==> src/rtl/obstacle_scheduler.sv <==
// obstacle_scheduler: owns the obstacle slot table. Once per frame it walks
// every slot, moving active obstacles toward the player and retiring those
// that reach it; between scans it writes spawn requests into the lowest free slot.
module obstacle_scheduler #(
  parameter int          NUM_SLOTS = 10,
  parameter logic [10:0] SPAWN_POS = 11'd1023
) (
  input  logic                     clk_in,
  input  logic                     rst_in,
  input  logic                     game_reset_in,
  input  logic                     enable_in,
  input  logic                     frame_tick_in,
  input  logic [3:0]               speed_in,
  input  logic                     spawn_req_in,
  input  logic [1:0]               spawn_type_in,
  input  logic [1:0]               spawn_lane_in,
  output logic                     spawn_ack_out,
  output logic                     spawn_full_out,
  output logic                     update_busy_out,
  output logic                     frame_overrun_out,
  output logic [7:0]               retired_count_out,
  output logic [16*NUM_SLOTS-1:0]  obstacles_out
);

  localparam int IDX_W = (NUM_SLOTS > 1) ? $clog2(NUM_SLOTS) : 1;

  typedef enum logic [1:0] {
    IDLE,
    SCAN,
    ACK
  } state_t;

  state_t           state_q;
  logic [IDX_W-1:0] idx_q;
  logic [3:0]       speed_q;
  logic             pending_q;
  logic             ack_q;
  logic             full_q;
  logic             busy_q;
  logic             overrun_q;
  logic [7:0]       retired_q;
  logic [15:0]      slot_q [NUM_SLOTS];

  logic             free_found_d;
  logic [IDX_W-1:0] free_idx_d;
  logic [15:0]      cur_slot_d;
  logic [10:0]      cur_pos_d;
  logic [10:0]      speed_ext_d;
  logic             retire_d;
  logic [15:0]      scan_slot_d;
  logic             tick_ok_d;
  logic             last_idx_d;

  // Priority encoder: lowest-index slot whose active bit is clear.
  always_comb begin
    free_found_d = 1'b0;
    free_idx_d   = '0;
    for (int i = NUM_SLOTS - 1; i >= 0; i--) begin
      if (!slot_q[i][0]) begin
        free_found_d = 1'b1;
        free_idx_d   = IDX_W'(i);
      end
    end
  end

  // Next value of the slot under the scan index: retire, advance or keep.
  always_comb begin
    cur_slot_d  = slot_q[idx_q];
    cur_pos_d   = cur_slot_d[13:3];
    speed_ext_d = {7'b0, speed_q};
    retire_d    = cur_slot_d[0] && (speed_q != 4'd0) && (cur_pos_d <= speed_ext_d);
    tick_ok_d   = frame_tick_in && enable_in;
    last_idx_d  = (idx_q == IDX_W'(NUM_SLOTS - 1));
    if (retire_d) begin
      scan_slot_d = 16'b0;
    end else if (cur_slot_d[0]) begin
      scan_slot_d = {cur_slot_d[15:14], cur_pos_d - speed_ext_d, cur_slot_d[2:0]};
    end else begin
      scan_slot_d = cur_slot_d;
    end
  end

  // Scheduler FSM with the slot table, counters and all registered outputs.
  always_ff @(posedge clk_in) begin
    if (!rst_in || game_reset_in) begin
      state_q   <= IDLE;
      idx_q     <= '0;
      speed_q   <= 4'd0;
      pending_q <= 1'b0;
      ack_q     <= 1'b0;
      full_q    <= 1'b0;
      busy_q    <= 1'b0;
      overrun_q <= 1'b0;
      retired_q <= 8'd0;
      for (int i = 0; i < NUM_SLOTS; i++) begin
        slot_q[i] <= 16'b0;
      end
    end else begin
      full_q <= !free_found_d;
      ack_q  <= 1'b0;
      case (state_q)
        IDLE: begin
          if ((frame_tick_in || pending_q) && enable_in) begin
            speed_q   <= speed_in;
            idx_q     <= '0;
            pending_q <= 1'b0;
            busy_q    <= 1'b1;
            state_q   <= SCAN;
          end else if (spawn_req_in && enable_in && free_found_d) begin
            slot_q[free_idx_d] <= {spawn_type_in, SPAWN_POS, spawn_lane_in, 1'b1};
            ack_q              <= 1'b1;
            state_q            <= ACK;
          end
        end
        SCAN: begin
          slot_q[idx_q] <= scan_slot_d;
          if (retire_d && (retired_q != 8'hFF)) begin
            retired_q <= retired_q + 8'd1;
          end
          if (tick_ok_d) begin
            overrun_q <= 1'b1;
          end
          if (last_idx_d) begin
            busy_q  <= 1'b0;
            state_q <= IDLE;
          end else begin
            idx_q <= idx_q + IDX_W'(1);
          end
        end
        ACK: begin
          if (tick_ok_d) begin
            pending_q <= 1'b1;
          end
          state_q <= IDLE;
        end
        default: begin
          state_q <= IDLE;
        end
      endcase
    end
  end

  genvar g;
  generate
    for (g = 0; g < NUM_SLOTS; g++) begin : g_pack
      assign obstacles_out[16*g +: 16] = slot_q[g];
    end
  endgenerate

  assign spawn_ack_out     = ack_q;
  assign spawn_full_out    = full_q;
  assign update_busy_out   = busy_q;
  assign frame_overrun_out = overrun_q;
  assign retired_count_out = retired_q;

endmodule

==> config.mk <==
export PLATFORM = sky130hd
export DESIGN_NAME = obstacle_scheduler
export DESIGN_NICKNAME = d
export VERILOG_FILES = /design/src/rtl/obstacle_scheduler.sv
export SDC_FILE = /design/constraint.sdc
export NUM_CORES = 1
export LEC_CHECK = 0
export ABC_CLOCK_PERIOD_IN_PS = 8050
export CAP_MARGIN = 15
export CORE_MARGIN = 3
export CORE_UTILIZATION = 27
export CTS_CLUSTER_DIAMETER = 80
export CTS_CLUSTER_SIZE = 12
export DETAILED_ROUTE_END_ITERATION = 6
export HOLD_SLACK_MARGIN = 0.05
export PLACE_DENSITY = 0.53
export SLEW_MARGIN = 20
export SYNTH_ARGS = -nofsm -noshare
export SYNTH_HDL_FRONTEND = slang
export SYNTH_SLANG_ARGS = --single-unit
export TNS_END_PERCENT = 30
==> constraint.sdc <==
create_clock -name clk_in -period 8.05 [get_ports clk_in]
set_input_delay 0.805 -clock clk_in [delete_from_list [all_inputs] [get_ports clk_in]]
set_output_delay 0.805 -clock clk_in [all_outputs]
set_load 0.02 [all_outputs]
After elaboration in Yosys (flattened, before gate mapping):

Memory sizes are Yosys's and may differ from the RTL's. A register that Yosys moved wholly into a read port is not among the register bits.
Cells that the tools add are included.

* flip-flop bits (word level): 23
* memories kept: 1
* bits of input ports: 14
* memory bits (writable): 160
* logic and storage cells: 100

* eq/ne operators: 9
* reductions and logical operators: 24
* $lt $le $gt $ge: 1
* multiplexer cells: 53
* add/sub/neg operators: 3

Memories
* slot_q: words 10, width 16, read ports 11, clocked after Yosys merged registers in 1, write ports 10, RTL line 42 `logic [15:0] slot_q [NUM_SLOTS];`

Operators with widths (number)
* $mux 4: 16
* $mux 16: 3
* $reduce_or 16->1: 2
* $mux 1: 26
* $mux 14: 1
* $le 11x4->1: 1
* $sub 11x4->11: 1
* $reduce_and 3->1: 3
* $add 8x1->8 const B: 1
* $ne 2x2->1 const B: 4
* $ne 8x8->1 const B: 1
* $pmux 4 s2: 1
* $reduce_and 2->1: 4
* $logic_and 1x1->1: 7
* $mux 2: 3
* $add 4x1->4 const B: 1
* $eq 4x4->1 const B: 1
* $pmux 1 s2: 2
* $pmux 2 s2: 1
* $reduce_bool 2->1: 2
* $reduce_bool 4->1: 1
* $ne 3x3->1 const B: 1
* $eq 2x1->1 const B: 1
* $eq 2x2->1 const B: 1
* other kinds (3): 5

Logic depth before layout (Yosys ltp):

An unclocked memory read counts as a cell.

* depth after elaboration: 20
* gate-level depth with buffers: 19
* depth with buffers taken out: 13

Worst setup path after synthesis:

No wires, ideal clock.

* kind: register to register
* start point: reg with a tool-made name
* end point: mem slot_q[10][8], data pin
* required time: 7.772 ns
* stages on the path, launching flop included: 18
* slack: 3.680 ns
* clock period less this slack: 4.370 ns
* data arrival time: 4.092 ns
* setup time: 0.278 ns
* cell sequence: dfxtp_1 -> buf_4 -> buf_2 -> buf_1 -> mux4_2 -> mux2_2 -> o21ai_0 -> inv_1 -> ha_1 -> nor2b_1 -> o31ai_1 -> a21oi_1 -> a211oi_2 -> a21boi_1 -> buf_2 -> buf_4 -> a21oi_4 -> inv_1

RTL lines (RTL line)
* to (decl): 42

==> impl_metrics.json <==
{
  "drive_gt1_frac": 0.180,
  "synth_area_um2": 12600,
  "cts_tree": "built",
  "setup_viol": 0,
  "p_leak_nw": 5.12,
  "synth_ff_type": "edfxtp_1",
  "critical_path.most_common_cell": "a21oi_1",
  "ys_ff_latch": 283,
  "clock_skew_ns": 0.0258,
  "cts.sinks": 283,
  "grt_usage": 0.171,
  "synth.top_cell.area_share": 0.609,
  "tightestPinTransition_ns": 1.17,
  "fin_crit_ns": 5.23,
  "whs_path_depth": 2,
  "cp-start-kind": "register",
  "numCtsBuffers": 27,
  "place_congestion": 0.833,
  "gr-total-overflow": 0,
  "n_fill_cell": 4377,
  "final_antenna_net_count": 0,
  "synth-async-reset-ratio": 0,
  "r2r_setup_slack_ns": 2.82,
  "synth_cells": 825,
  "path_class": "register to register",
  "ir_drop_uv": 107,
  "start_util": 0.276,
  "holdWs_ns": 0.482,
  "finalHoldViolations": 0,
  "hold_buffers": 0,
  "status": "finished clean",
  "cts.repair.resized": 0,
  "routed_wl_um": 43500,
  "yosys.cell_types.count": 57,
  "grt_pass1_wl_um": 62200,
  "cts_post_setup_buffers_inserted": 0,
  "netlist_top_cells_count": "edfxtp_1 (256), nor4_1 (83), nor2_1 (79), mux4_2 (72), clkbuf_1 (41)",
  "drt_iter0_drc": 939,
  "fp.dieArea_um2": 49400,
  "yosys-top-cells-area": "edfxtp_1 (61%), mux4_2 (13%), dfxtp_1 (4.3%), nor4_1 (4.1%), nor2_1 (2.4%)",
  "power_mw": 3.10,
  "post-route-cell-area_um2": 16100,
  "path_cells": "buf_4 -> mux4_2 -> mux2i_1 -> nand2_1 -> o21ai_0 -> inv_1 -> ha_1 -> nor2b_1 -> o31ai_1 -> a21oi_1 -> a211oi_2 -> o2111ai_1 -> or4_1 -> a21oi_1",
  "place_hpwl_um": 30100,
  "die_w_um": 222,
  "worstPathMaxFanout": 31,
  "grt_pass1_vias": 8521,
  "cpPeakStageDelay_ns": 0.91,
  "maxCapViolations": 0,
  "area_growth_pct": 27.3,
  "cp.arrival_ns": 5.69,
  "end_kind": "register",
  "hp-class": "register to register",
  "die_h_um": 222,
  "worst_slack_ns": 2.82,
  "row_count": 78,
  "yosysSeqAreaShare": 0.652,
  "powerDensity_nw_per_um2": 193,
  "vias_per_cell": 5.34,
  "cts_root_buffer": "clkbuf_16",
  "core_um2": 45800,
  "max-slew-margin-rel": 0.214,
  "fin_crit_sh": 0.649,
  "placed_area_um2": 15300,
  "io_pins": 186,
  "drc_errors": 0,
  "syn-num-nets": 847,
  "h-tree-depth": 1,
  "num_vias": 8603,
  "num-nets-final": 1026,
  "max_freq_ghz": 0.191,
  "grt_max_degree": 59,
  "yosysMostFrequentCell": "edfxtp_1",
  "path_clk_slew_ns": 0.06,
  "dr.pass1.iters": 5,
  "io_buffer_count": 185,
  "synth_edf_count": 256,
  "grt_antenna_before_repair": 0,
  "yosys_warnings": 0,
  "pre_cts_ws_ns": 2.30,
  "seqCellArea_um2": 8230,
  "clock_path_buffers": 3,
  "multi_input_area_um2": 4190,
  "insertion_delay_ns": 0.56,
  "crit_path_top_delay_cell": "dfxtp_2",
  "r2r_cells": 14,
  "syn_area_per_cell_um2": 15.3,
  "cp.required_ns": 8.51,
  "wl_per_cell_um": 27.0,
  "yosysTopAreaCell": "edfxtp_1",
  "rsz0062_at_grt": "no",
  "slew_viol_final": 0,
  "cp-endpoint": "retired_count_out[7]$_SDFFE_PP0P_",
  "antenna_cells": 0,
  "r2r-end": "retired_count_out[7]$_SDFFE_PP0P_",
  "tns_ns": 0
}
==> cell usage in the layout, fill, tap and decap left out, types with 8 or more instances in the layout <==
cell,synthesis,layout
dfxtp_1,27,24
buf_4,2,27
nand3_1,12,12
mux4_2,72,72
nor4_1,83,83
a21oi_1,10,10
nand2_1,36,36
edfxtp_1,256,256
o21ai_0,12,12
inv_1,21,21
mux2i_1,8,8
nor2_1,79,79
nor2b_1,10,9
clkdlybuf4s50_1,0,185
clkbuf_16,0,27
==> cell type report <==
cell class | instances | area share
Tap cell | 600 | 0.0467
Multi-Input combinational cell | 453 | 0.261
Sequential cell | 283 | 0.512
Inverter | 27 | 0.00631
Timing Repair Buffer | 212 | 0.128
Clock inverter | 2 | 0.00156
Clock buffer | 35 | 0.0445
==> routing by layer <==
metal,track usage,wire length (um),vias to the layer above
li1,-,-,3647
met1,0.239,18300,4443
met2,0.276,20400,460
met3,0.0354,3850,53
met4,0.0390,991,0
met5,0,0,-
==> worst min-delay path by stage <==
stage	startpoint	endpoint
finish	frame_overrun_out$_SDFFE_PP0P_	frame_overrun_out$_SDFFE_PP0P_
global route	frame_overrun_out$_SDFFE_PP0P_	frame_overrun_out$_SDFFE_PP0P_
CTS	frame_overrun_out$_SDFFE_PP0P_	frame_overrun_out$_SDFFE_PP0P_
detailed placement	frame_overrun_out$_SDFFE_PP0P_	frame_overrun_out$_SDFFE_PP0P_
global placement	frame_overrun_out$_SDFFE_PP0P_	frame_overrun_out$_SDFFE_PP0P_
floorplan	speed_q[2]$_SDFFE_PP0P_	speed_q[2]$_SDFFE_PP0P_
==> cell families after synthesis <==
kind of cell    after synthesis  share of synthesized area
compound gates               81                     0.0535
mux                          85                      0.139
buf+inv                      89                     0.0287
simple gates                270                      0.112
xor+xnor                      9                    0.00625
fa+ha+maj                     8                    0.00853
flops                       283                      0.652
==> registers in the layout, summed over array words and instances, names as in the netlist, named ones only <==
name               count
spawn_ack_out          1
speed_q                4
update_busy_out        1
slot_q               256
pending_q              1
idx_q                  4
retired_count_out      8
state_q                2
frame_overrun_out      1
spawn_full_out         1
==> worst max-delay path, delay by kind of cell (launching register included) <==
family	cells	cell delay [ns]
compound gates	6	1.88
flops	1	0.91
simple gates	3	0.86
buf+inv	2	0.63
mux	2	0.52
fa+ha+maj	1	0.30
==> through the flow <==
| stage | utilization | std cells |
|---|---|---|
| after floorplan | - | 825 |
| after global placement | 0.335 | 1575 |
| after detailed placement | 0.335 | 1575 |
| after CTS | 0.351 | 1612 |
| after global routing | 0.351 | 1612 |
| final | 0.351 | 1612 |
==> power breakdown <==
group	total [mW]	switching, mW	internal, mW
logic	0.264	0.155	0.109
registers	1.68	0.0428	1.63
clock network	1.16	0.540	0.617
total	3.10	0.738	2.36
(Power assumes the default switching activity.)
